<file path="config.mk">
export PLATFORM = sky130hd
export DESIGN_NAME = gaussian_seq
export DESIGN_NICKNAME = d
export VERILOG_FILES = /design/src/rtl/gaussian_seq.sv
export SDC_FILE = /design/constraint.sdc
export NUM_CORES = 1
export LEC_CHECK = 0
export ABC_AREA = 1
export BUFFER_PORTS_ARGS = -buffer_cell sky130_fd_sc_hd__buf_2
export CORE_MARGIN = 1
export CORE_UTILIZATION = 55
export DETAILED_ROUTE_END_ITERATION = 6
export PLACE_DENSITY = 0.83
export SYNTH_ARGS = -nofsm -noshare
export SYNTH_HDL_FRONTEND = slang
export SYNTH_SLANG_ARGS = --single-unit
</file>
<file path="constraint.sdc">
create_clock -name clk -period 20.7 [get_ports clk]
set_input_delay 3.105 -clock clk [delete_from_list [all_inputs] [get_ports clk]]
set_output_delay 3.105 -clock clk [all_outputs]
set_load 0.03 [all_outputs]
</file>
<file path="src/rtl/gaussian_seq.sv">
// rtl/gaussian_seq.sv - frame sequencer feeding 3x3 SDRAM windows through gaussianAccel
module gaussian_seq #(
    parameter int DIM_W      = 16,
    parameter int ACC_RD_LAT = 1
) (
    input  logic        clk,
    input  logic        reset_n,
    input  logic [2:0]  addr,
    input  logic        rd_en,
    input  logic        wr_en,
    input  logic [31:0] writedata,
    output logic [31:0] readdata,
    output logic [31:0] m_address,
    output logic        m_read,
    output logic        m_write,
    output logic [31:0] m_writedata,
    input  logic [31:0] m_readdata,
    input  logic        m_readdatavalid,
    input  logic        m_waitrequest,
    output logic [3:0]  acc_addr,
    output logic        acc_wr_en,
    output logic        acc_rd_en,
    output logic [31:0] acc_writedata,
    input  logic [31:0] acc_readdata,
    output logic        irq
);

    typedef enum logic [3:0] {
        S_IDLE, S_FETCH, S_WAITD, S_LOAD, S_RDRES,
        S_RDWAIT, S_CAP, S_STORE, S_NEXT, S_DONE
    } state_t;

    state_t           state, state_next;
    logic [31:0]      src, dst, count, tap_data, result;
    logic [DIM_W-1:0] width, height, i, j;
    logic [3:0]       k;
    logic [7:0]       lat_cnt;
    logic             ie, done, err;
    logic             idle_like, busy, ctrl_wr, dims_ok, start_go, last_win;
    logic [1:0]       dx, dy;
    logic [31:0]      pix_idx, rd_addr, wr_addr;

    // DONE counts as idle so a start written in that cycle is not lost
    assign idle_like = (state == S_IDLE) || (state == S_DONE);
    assign busy      = !idle_like;
    assign ctrl_wr   = wr_en && (addr == 3'd0);
    assign dims_ok   = (width >= DIM_W'(3)) && (height >= DIM_W'(3));
    assign start_go  = ctrl_wr && writedata[0] && idle_like && dims_ok;
    assign last_win  = (i == width - DIM_W'(3)) && (j == height - DIM_W'(3));
    assign irq       = done & ie;

    // Tap k of the window maps to column k%3, row k/3
    always_comb begin
        dx = 2'd0;
        dy = 2'd0;
        case (k)
            4'd1: dx = 2'd1;
            4'd2: dx = 2'd2;
            4'd3: dy = 2'd1;
            4'd4: begin dx = 2'd1; dy = 2'd1; end
            4'd5: begin dx = 2'd2; dy = 2'd1; end
            4'd6: dy = 2'd2;
            4'd7: begin dx = 2'd1; dy = 2'd2; end
            4'd8: begin dx = 2'd2; dy = 2'd2; end
            default: ;
        endcase
    end

    // Byte addresses wrap modulo 2^32 by construction
    assign pix_idx = (32'(j) + 32'(dy)) * 32'(width) + 32'(i) + 32'(dx);
    assign rd_addr = src + (pix_idx << 2);
    assign wr_addr = dst + (count << 2);

    // CSR read mux, combinational in the strobe cycle
    always_comb begin
        readdata = '0;
        if (rd_en) begin
            case (addr)
                3'd0: readdata = {29'b0, err, done, busy};
                3'd1: readdata = src;
                3'd2: readdata = dst;
                3'd3: readdata = 32'(width);
                3'd4: readdata = 32'(height);
                3'd5: readdata = count;
                default: readdata = '0;
            endcase
        end
    end

    // State register
    always_ff @(posedge clk or negedge reset_n) begin
        if (!reset_n) state <= S_IDLE;
        else          state <= state_next;
    end

    // Next-state and bus/accelerator strobes
    always_comb begin
        state_next    = state;
        m_read        = 1'b0;
        m_write       = 1'b0;
        m_address     = '0;
        m_writedata   = '0;
        acc_addr      = '0;
        acc_wr_en     = 1'b0;
        acc_rd_en     = 1'b0;
        acc_writedata = '0;
        case (state)
            S_IDLE, S_DONE: state_next = start_go ? S_FETCH : S_IDLE;
            S_FETCH: begin
                m_read    = 1'b1;
                m_address = rd_addr;
                if (!m_waitrequest) state_next = S_WAITD;
            end
            S_WAITD: if (m_readdatavalid) state_next = S_LOAD;
            S_LOAD: begin
                acc_wr_en     = 1'b1;
                acc_addr      = k + 4'd1;
                acc_writedata = tap_data;
                state_next    = (k == 4'd8) ? S_RDRES : S_FETCH;
            end
            S_RDRES: begin
                acc_rd_en  = 1'b1;
                state_next = S_RDWAIT;
            end
            S_RDWAIT: if (lat_cnt == 8'(ACC_RD_LAT - 1)) state_next = S_CAP;
            S_CAP: state_next = S_STORE;
            S_STORE: begin
                m_write     = 1'b1;
                m_address   = wr_addr;
                m_writedata = result;
                if (!m_waitrequest) state_next = S_NEXT;
            end
            S_NEXT: state_next = last_win ? S_DONE : S_FETCH;
            default: state_next = S_IDLE;
        endcase
    end

    // CSRs, window indices and data latches
    always_ff @(posedge clk or negedge reset_n) begin
        if (!reset_n) begin
            src      <= '0;
            dst      <= '0;
            width    <= '0;
            height   <= '0;
            count    <= '0;
            ie       <= 1'b0;
            done     <= 1'b0;
            err      <= 1'b0;
            i        <= '0;
            j        <= '0;
            k        <= '0;
            lat_cnt  <= '0;
            tap_data <= '0;
            result   <= '0;
        end else begin
            if (state == S_DONE) done <= 1'b1;
            if (wr_en) begin
                case (addr)
                    3'd0: begin
                        ie <= writedata[1];
                        if (writedata[2]) done <= 1'b0;
                        if (writedata[0] && idle_like) begin
                            if (dims_ok) begin
                                err   <= 1'b0;
                                done  <= 1'b0;
                                count <= '0;
                                i     <= '0;
                                j     <= '0;
                                k     <= '0;
                            end else begin
                                err <= 1'b1;
                            end
                        end
                    end
                    3'd1: if (!busy) src <= {writedata[31:2], 2'b00};
                    3'd2: if (!busy) dst <= {writedata[31:2], 2'b00};
                    3'd3: if (!busy) width <= writedata[DIM_W-1:0];
                    3'd4: if (!busy) height <= writedata[DIM_W-1:0];
                    default: ;
                endcase
            end
            case (state)
                S_WAITD:  if (m_readdatavalid) tap_data <= m_readdata;
                S_LOAD:   if (k != 4'd8) k <= k + 4'd1;
                S_RDRES:  lat_cnt <= '0;
                S_RDWAIT: lat_cnt <= lat_cnt + 8'd1;
                S_CAP:    result <= acc_readdata;
                S_STORE:  if (!m_waitrequest) count <= count + 32'd1;
                S_NEXT: begin
                    k <= '0;
                    if (i != width - DIM_W'(3)) begin
                        i <= i + DIM_W'(1);
                    end else begin
                        i <= '0;
                        j <= j + DIM_W'(1);
                    end
                end
                default: ;
            endcase
        end
    end

endmodule

</file>
Word-level counts from Yosys, hierarchy flattened
Index checks and enable logic that the tools add are counted.

word-level totals
  logic and storage cells = 144
  output and inout port bits = 137
  bits of input ports = 105
  flip-flop bits (word level) = 239

cells by class
  multipliers = 1
  reductions and logical operators = 31
  bitwise operators = 1
  eq/ne operators = 30
  $add $sub $neg = 12
  muxes and demuxes = 52
  magnitude comparators = 2

operator list
  cell                                                   count
  2-to-1 mux 32 bit                                      9
  2-to-1 mux 16 bit                                      12
  case mux 32 bit (6 select lines)                       1
  adder 32 bit                                           2
  case mux 32 bit (2 select lines)                       1
  2-to-1 mux 4 bit                                       11
  case mux 4 bit (9 select lines)                        1
  adder 16 x 1 -> 16 bit (second input constant)         2
  adder 32 x 1 -> 32 bit (second input constant)         1
  equality test 16 bit                                   2
  equality test 4 x 3 -> 1 bit (second input constant)   8
  >= comparator 16 x 2 -> 1 bit (second input constant)  2
  subtractor 16 x 2 -> 16 bit (second input constant)    2
  adder 30 x 16 -> 30 bit                                1
  adder 30 x 2 -> 30 bit                                 1
  multiplier 17 x 16 -> 30 bit                           1
  adder 16 x 2 -> 17 bit                                 1
  equality test 4 x 2 -> 1 bit (second input constant)   4
  inequality test 16 bit                                 1
  case mux 8 bit (2 select lines)                        1
  AND reduction 3 bit                                    5
  equality test 4 bit (second input constant)            3
  2-to-1 mux 1 bit                                       12
  OR reduction 3 bit                                     4
  22 further kinds                                       41

Depth between registers and ports, before layout
Gate-level depths: netlist (run 1).

  word-level depth = 9
  depth in mapped cells = 50
  mapped depth without buffers = 50

Least setup slack after synthesis (run 1)
OpenSTA, ideal clock, no wires.

  path kind = register -> output
  from = reg k[0]
  to = out m_address[29]
  path slack = 9.091 ns
  data arrival time = 8.504 ns
  path buffers = 0
  stages on the path, launching flop included = 43
  required time = 17.595 ns
  path through = dfrtp_1 -> inv_1 -> ha_1 -> nand2_1 -> nand3_1 -> ha_1 -> inv_1 -> fa_1 -> nor2_2 -> nand4_1 -> xor2_1 -> nor2_1 -> fa_1 -> inv_1 -> fa_1 -> fa_1 -> fa_1 -> inv_1 -> (+7 left out) -> nand3_1 -> nand3_1 -> inv_1 -> o21ai_0 -> a21oi_1 -> o21bai_1 -> nand2_1 -> nand3_1 -> nand2_1 -> ha_1 -> nand2_1 -> nor2_1 -> a221o_1 -> a21oi_1 -> nand2_1 -> nand2_1 -> nand3_1 -> o21ai_0

between the ends
  word-level cells in the longest chain between the ends = 9
  elaborated cells between the ends (all ways) = 20
  those cells by class = add/sub (4); mul (1); eq/ne (8); mux (3); reduce/logical (4)

RTL lines
  what                                               RTL line  source
  from (decl)                                        36        logic [3:0] k;
  from (signal assigned)                             184       S_LOAD: if (k != 4'd8) k <= k + 4'd1;
  equality test 4 bit, or another cell as far along  56        case (k)
  OR reduction 3 bit (no source line)                --
  case mux 2 bit (2 select lines)                    56
  adder 16 x 2 -> 17 bit                             70        assign pix_idx = (32'(j) + 32'(dy)) * 32'(width) + 32'(i) + 32'(dx);
  multiplier 17 x 16 -> 30 bit                       70
  adder 30 x 16 -> 30 bit                            70
  adder 30 x 2 -> 30 bit *                           70
  adder 32 bit *                                     71        assign rd_addr = src + (pix_idx << 2);
  case mux 32 bit (2 select lines) *                 107       case (state)
  to (decl)                                          13        output logic [31:0] m_address,

Every way passes the cells marked *; elsewhere a longest branch is shown, timed or not.

Worst setup path in the final report (run 1)
  from = reg k[0]
  to = out m_address[24]

Same word-level chain as after synthesis.

==> results.yml, run 1 <==
status:
  status: "complete, but fails checks"
  violations: "design-rule violations"
global_route:
  grt_pass1_vias: 25430
  grt_pass1_wl_um: 136500
  antenna_found_initial: 2
  grt_max_degree: 97
  grt.overflow.total: 0
  grt.total_usage: 0.3640
sta:
  fin_crit_sh: 0.6739
  setup_viol: 0
  fmax_ghz: 0.07169
  finalCriticalPeriod_ns: 13.95
  rsz0062_at_grt: "false"
  slew_headroom: 0.2298
  worstMarginPinSlew_ns: 1.155
  slew_violations: 0
  setup_tns_ns: 0
  hold_viol_final: 0
  finalClockSkew_ns: 0.01455
yosys:
  yosys.area.top_type: "dfrtp_1"
  syn-cell-area_sq_um: 26320
  synth_area_leaders: "dfrtp_1, fa_1, nand2_1, inv_1, ha_1"
  seq_area_frac_synth: 0.2273
  synth-edff-count: 0
  yosys_warnings: 0
  synth_top_area_frac: 0.2273
  ys_seq_elements: 239
  synth.most_common_cell: "nand2_1"
  synth_cell_types: 62
  synth-main-ff-cell: "dfrtp_1"
  synthCells: 3680
  netlist_top_cells_count: "nand2_1, inv_1, nor2_1, dfrtp_1, a21oi_1"
  synth-async-reset-ratio: 1.000
  synth.avg_cell_area_sq_um: 7.151
finish:
  layout.nets: 4360
  fillers: 4123
  syn_to_final_growth_pct: 10.40
  drive_gt1_frac: 0.09398
  ff_latch_area_sq_um: 5981
  multi_input_area_sq_um: 17220
clocking:
  cts_hold_buf: 0
  cts_max_level: 1
  cts_buffers: 28
  root_buffer: "clkbuf_16"
  cts_resized: 0
  worst_skew_pair.late_latency_ns: 0.57
  cts_tree: "done"
  cts_sinks: 239
  clockBufferDepth: 3
  cts_setup_buffers: 0
  clk_pin_slew_ns: 0.06
detailed_routing:
  drt-initial-drc-count: 2813
  drt_wl_total_um: 86910
  via_per_inst: 5.805
  drc_errors: 1
  final_antenna_net_count: 0
  drt-pass1-iter-count: 7
  wl_per_cell_um: 19.35
  vias: 26080
worst_setup_path:
  path_common_cell: "inv_1"
  arrival_ns: 10.84
  path_max_fanout: 9
  cpPeakStageDelay_ns: 0.70
  path_class: "reg -> out"
  worstPathRequired_ns: 17.59
  reg2reg_from: "width[0]"
  startpoint: "k[0]"
  crit_path_end_kind: "output port"
  cp_slowest_cell: "xor2_1"
  cp-start-kind: "flop"
placed_design:
  hpwl_um: 67580
  gp_congestion: 1.026
  numPortBuffers: 239
worst_hold_path:
  min_from: "ie"
  hold_class: "reg -> reg"
die:
  die_w_um: 220.7
  die_height_um: 220.7
  row_count: 79
  top_level_ports: 242
  coreArea_sq_um: 46850
  initial_utilization: 0.5617
  die-area_sq_um: 48720
flow_run:
  maxCapViolCount: 0
registers in the layout (all words and copies together), names as in the netlist, 8 cells and up:
name      cells
count        32
dst          30
height       16
i            16
j            16
lat_cnt       8
result       32
src          30
tap_data     32
width        16
through the flow:
| step | std cells | area (sq um) | hold WS [ns] | setup WS [ns] | util |
|---|---|---|---|---|---|
| 5_1_grt | 4491 | 29050 | 0.5253 | 5.884 | 0.6200 |
| 3_5_place_dp | 4440 | 28030 | 0.4761 | 7.603 | 0.5983 |
| 4_1_cts | 4491 | 29050 | 0.4904 | 6.977 | 0.6200 |
| 2_1_floorplan | 3681 | 26320 | 0.4534 | 9.091 | - |
| 3_3_place_gp | 4440 | 28030 | 0.4713 | 7.960 | 0.5983 |
| 6_report | 4492 | 29050 | 0.4962 | 6.751 | 0.6201 |
path summary, 6_finish.rpt:
check,end,slack [ns],depth (start not counted)
min in group asynchronous,result[3],2.55,1
hold / removal,ie,0.50,2
hold reg to reg,ie,0.50,2
setup reg to reg,i[2],17.24,11
max in group asynchronous,count[28],16.68,2
setup / recovery,m_address[24],6.75,38
final cells by class:
type / count / share of cell area
timing repair buffer: 265 / 0.04823
antenna: 1 / 0.00008613
sequential: 239 / 0.2059
clock buffer: 37 / 0.02735
tap: 607 / 0.02614
inverter: 712 / 0.09203
clock inverter: 14 / 0.007666
multi-input combinational: 2617 / 0.5926
kinds of logic (layout without fill, tap and decap cells):
kind of cell | Yosys count | in the layout | share of synthesized area
AND/OR/NAND/NOR | 1510 | 1510 | 0.2373
buffers and inverters | 825 | 1028 | 0.1203
AO/OA/AOI/OAI | 605 | 605 | 0.1274
adder cells (fa/ha/maj) | 392 | 392 | 0.2509
flip-flops | 239 | 239 | 0.2273
XOR/XNOR | 103 | 103 | 0.03480
multiplexers | 5 | 5 | 0.001949
other | 1 | 3 | 0.0001425
layout by cell type (no fill, tap or decap), types with 52 or more instances in the layout:
master	instances
xor2_1	74
dfrtp_1	239
ha_1	166
nand3_1	142
buf_2	238
nand2_1	761
nor2_1	456
o21ai_0	234
a21oi_1	236
fa_1	226
nand4_1	52
inv_1	696
layer usage:
| metal | global-route usage | wire [um] | vias up |
|---|---|---|---|
| met1 | 0.4732 | 32980 | 12150 |
| met2 | 0.5477 | 37230 | 1642 |
| li1 | - | - | 11920 |
| met4 | 0.1900 | 5317 | 2 |
| met3 | 0.1082 | 11370 | 366 |
| met5 | 0 | 13 | - |
critical path: cells and delay by family (launching register included):
family                   cells  cell delay [ns]
adder cells (fa/ha/maj)     10             4.28
flip-flops                   1             0.45
AO/OA/AOI/OAI                7             1.74
XOR/XNOR                     2             0.98
buffers and inverters        9             1.22
AND/OR/NAND/NOR             10             1.60
Power of run 1 is left out: the tool's default activity adds up to more than one toggle a clock period on the data nets, which glitch-free logic cannot reach.
==> run 2: changes to the inputs <==
Settings changed: PLACE_DENSITY 0.83 to 0.86.
Clock period 20.7 ns to 11.8 ns, I/O delays scaled along.
==> run 2 against run 1 <==
Net effect:
- the flow still finishes with violations (design-rule violations)
- largest cell class unchanged
- hold slack better by 0.0025 ns
- clock-buffer cell count fell by 3
- flip-flop and latch count is the same
- non-clock buffer count increased by 26
==> results.yml, run 2 (synthesized netlist as in run 1, its figures left out) <==
worst_setup_path:
  arrival_ns: 9.66
  crit_path_end_kind: "output port"
  worstPathRequired_ns: 10.03
  reg2reg_depth: 10
  cpPeakStageDelay_ns: 0.50
  path_common_cell: "inv_1"
  worst-path-buf-inv: 9
  path_max_fanout: 7
  critPathTopFamily: "adder cells"
  path_class: "reg -> out"
  cp-start-kind: "flop"
  cp.depth: 38
  cp_slowest_cell: "fa_1"
clocking:
  cts_buffers: 27
  cts_sinks: 239
  root_buffer: "clkbuf_16"
  cts_max_level: 1
  cts_hold_buf: 0
  clk_pin_slew_ns: 0.06
  cts_tree: "done"
  worst_skew_pair.late_latency_ns: 0.58
  clockBufferDepth: 3
sta:
  fmax_ghz: 0.08747
  hold_viol_final: 0
  slew_violations: 0
  setup_viol: 0
  finalClockSkew_ns: 0.02222
  slew_headroom: 0.2258
  fin_crit_sh: 0.9688
  finalCriticalPeriod_ns: 11.43
  worstMarginPinSlew_ns: 1.160
die:
  coreArea_sq_um: 46850
  row_count: 79
  initial_utilization: 0.5617
  die_height_um: 220.7
  die-area_sq_um: 48720
  top_level_ports: 242
  die_w_um: 220.7
finish:
  layout_commonest_cell: "nand2_1"
  layout.nets: 4385
  drive_gt1_frac: 0.1183
  fillers: 4087
  final_cell_mix: "nand2_1, inv_1, nor2_1"
  syn_to_final_growth_pct: 12.10
  top_regs: "count x32, result x32, tap_data x32"
  final_util: 0.6296
placed_design:
  gp_congestion: 1.034
  numPortBuffers: 239
  hpwl_um: 67790
status:
  violations: "design-rule violations"
  status: "complete, but fails checks"
detailed_routing:
  final_antenna_net_count: 0
  wl_per_cell_um: 19.18
  drt-pass1-iter-count: 7
  drt_wl_total_um: 86530
  drc_errors: 12
  vias: 26200
  via_per_inst: 5.806
  drt-initial-drc-count: 3106
worst_hold_path:
  hold_class: "reg -> reg"
  min_path_cells: 2
global_route:
  grt_pass1_wl_um: 135700
  antenna_found_initial: 1
  grt_max_degree: 144
  grt.overflow.total: 0
  grt_pass1_vias: 25670
  grt.total_usage: 0.3613
flow_run:
  maxCapViolCount: 0
## run 2: layout make-up
class,count,area (sq um),share of cell area
clock inverter,11,131.4,0.004454
clock buffer,34,742.0,0.02515
antenna,1,2.502,0.00008483
timing repair buffer,291,1620,0.05493
sequential,239,5983,0.2028
inverter,712,2689,0.09115
tap,607,759.5,0.02575
multi-input combinational,2617,17570,0.5956
## run 2: worst register-to-register path, cell delays in order, from the launching register on
cell and delay [ns]:
dfrtp_1 0.41, inv_1 0.07, nor2_1 0.27, nand2_2 0.50, nor2_4 0.74, inv_2 0.25, nor2_1 0.28, nand3_1 0.14
nor3_1 0.30, a22oi_1 0.15, a31oi_1 0.17
## run 2: final timing paths
kind | end | slack (ns) | from
setup / recovery | m_address[22] | 0.37 | k[1]
hold / removal | ie | 0.50 | ie
setup reg to reg | count[9] | 8.41 | state[2]
hold reg to reg | ie | 0.50 | ie
max in group asynchronous | dst[27] | 9.26 | reset_n
min in group asynchronous | tap_data[12] | 1.21 | reset_n
## run 2: what timing repair did
| action | in CTS | in global routing |
|---|---|---|
| gates resized for setup | 8 | 95 |
| pin swaps | 0 | 27 |
| buffers inserted | 0 | 12 |
| endpoints found under the setup margin | 9 | 16 |
## run 2: routing by layer
metal,track usage,part of all wire,up-vias
met4,0.1881,0.058,2
met1,0.4669,0.38,12330
li1,-,-,11960
met5,0,0.00016,-
met2,0.5622,0.44,1599
met3,0.08756,0.12,311
## run 2: through the flow
stage | TNS [ns] | cell area (sq um) | instances | setup slack, ns | hold slack (ns)
6_report | 0 | 29500 | 4512 | 0.3677 | 0.4987
5_1_grt | -0.2864 | 29500 | 4511 | -0.08006 | 0.5308
4_1_cts | 0 | 29040 | 4499 | 0.03602 | 0.4943
3_5_place_dp | 0 | 28150 | 4454 | 0.2900 | 0.4803
3_3_place_gp | 0 | 28150 | 4454 | 0.4258 | 0.4706
2_1_floorplan | 0 | 26320 | 3681 | 1.526 | 0.4534
Power of run 2 is left out for the same reason.
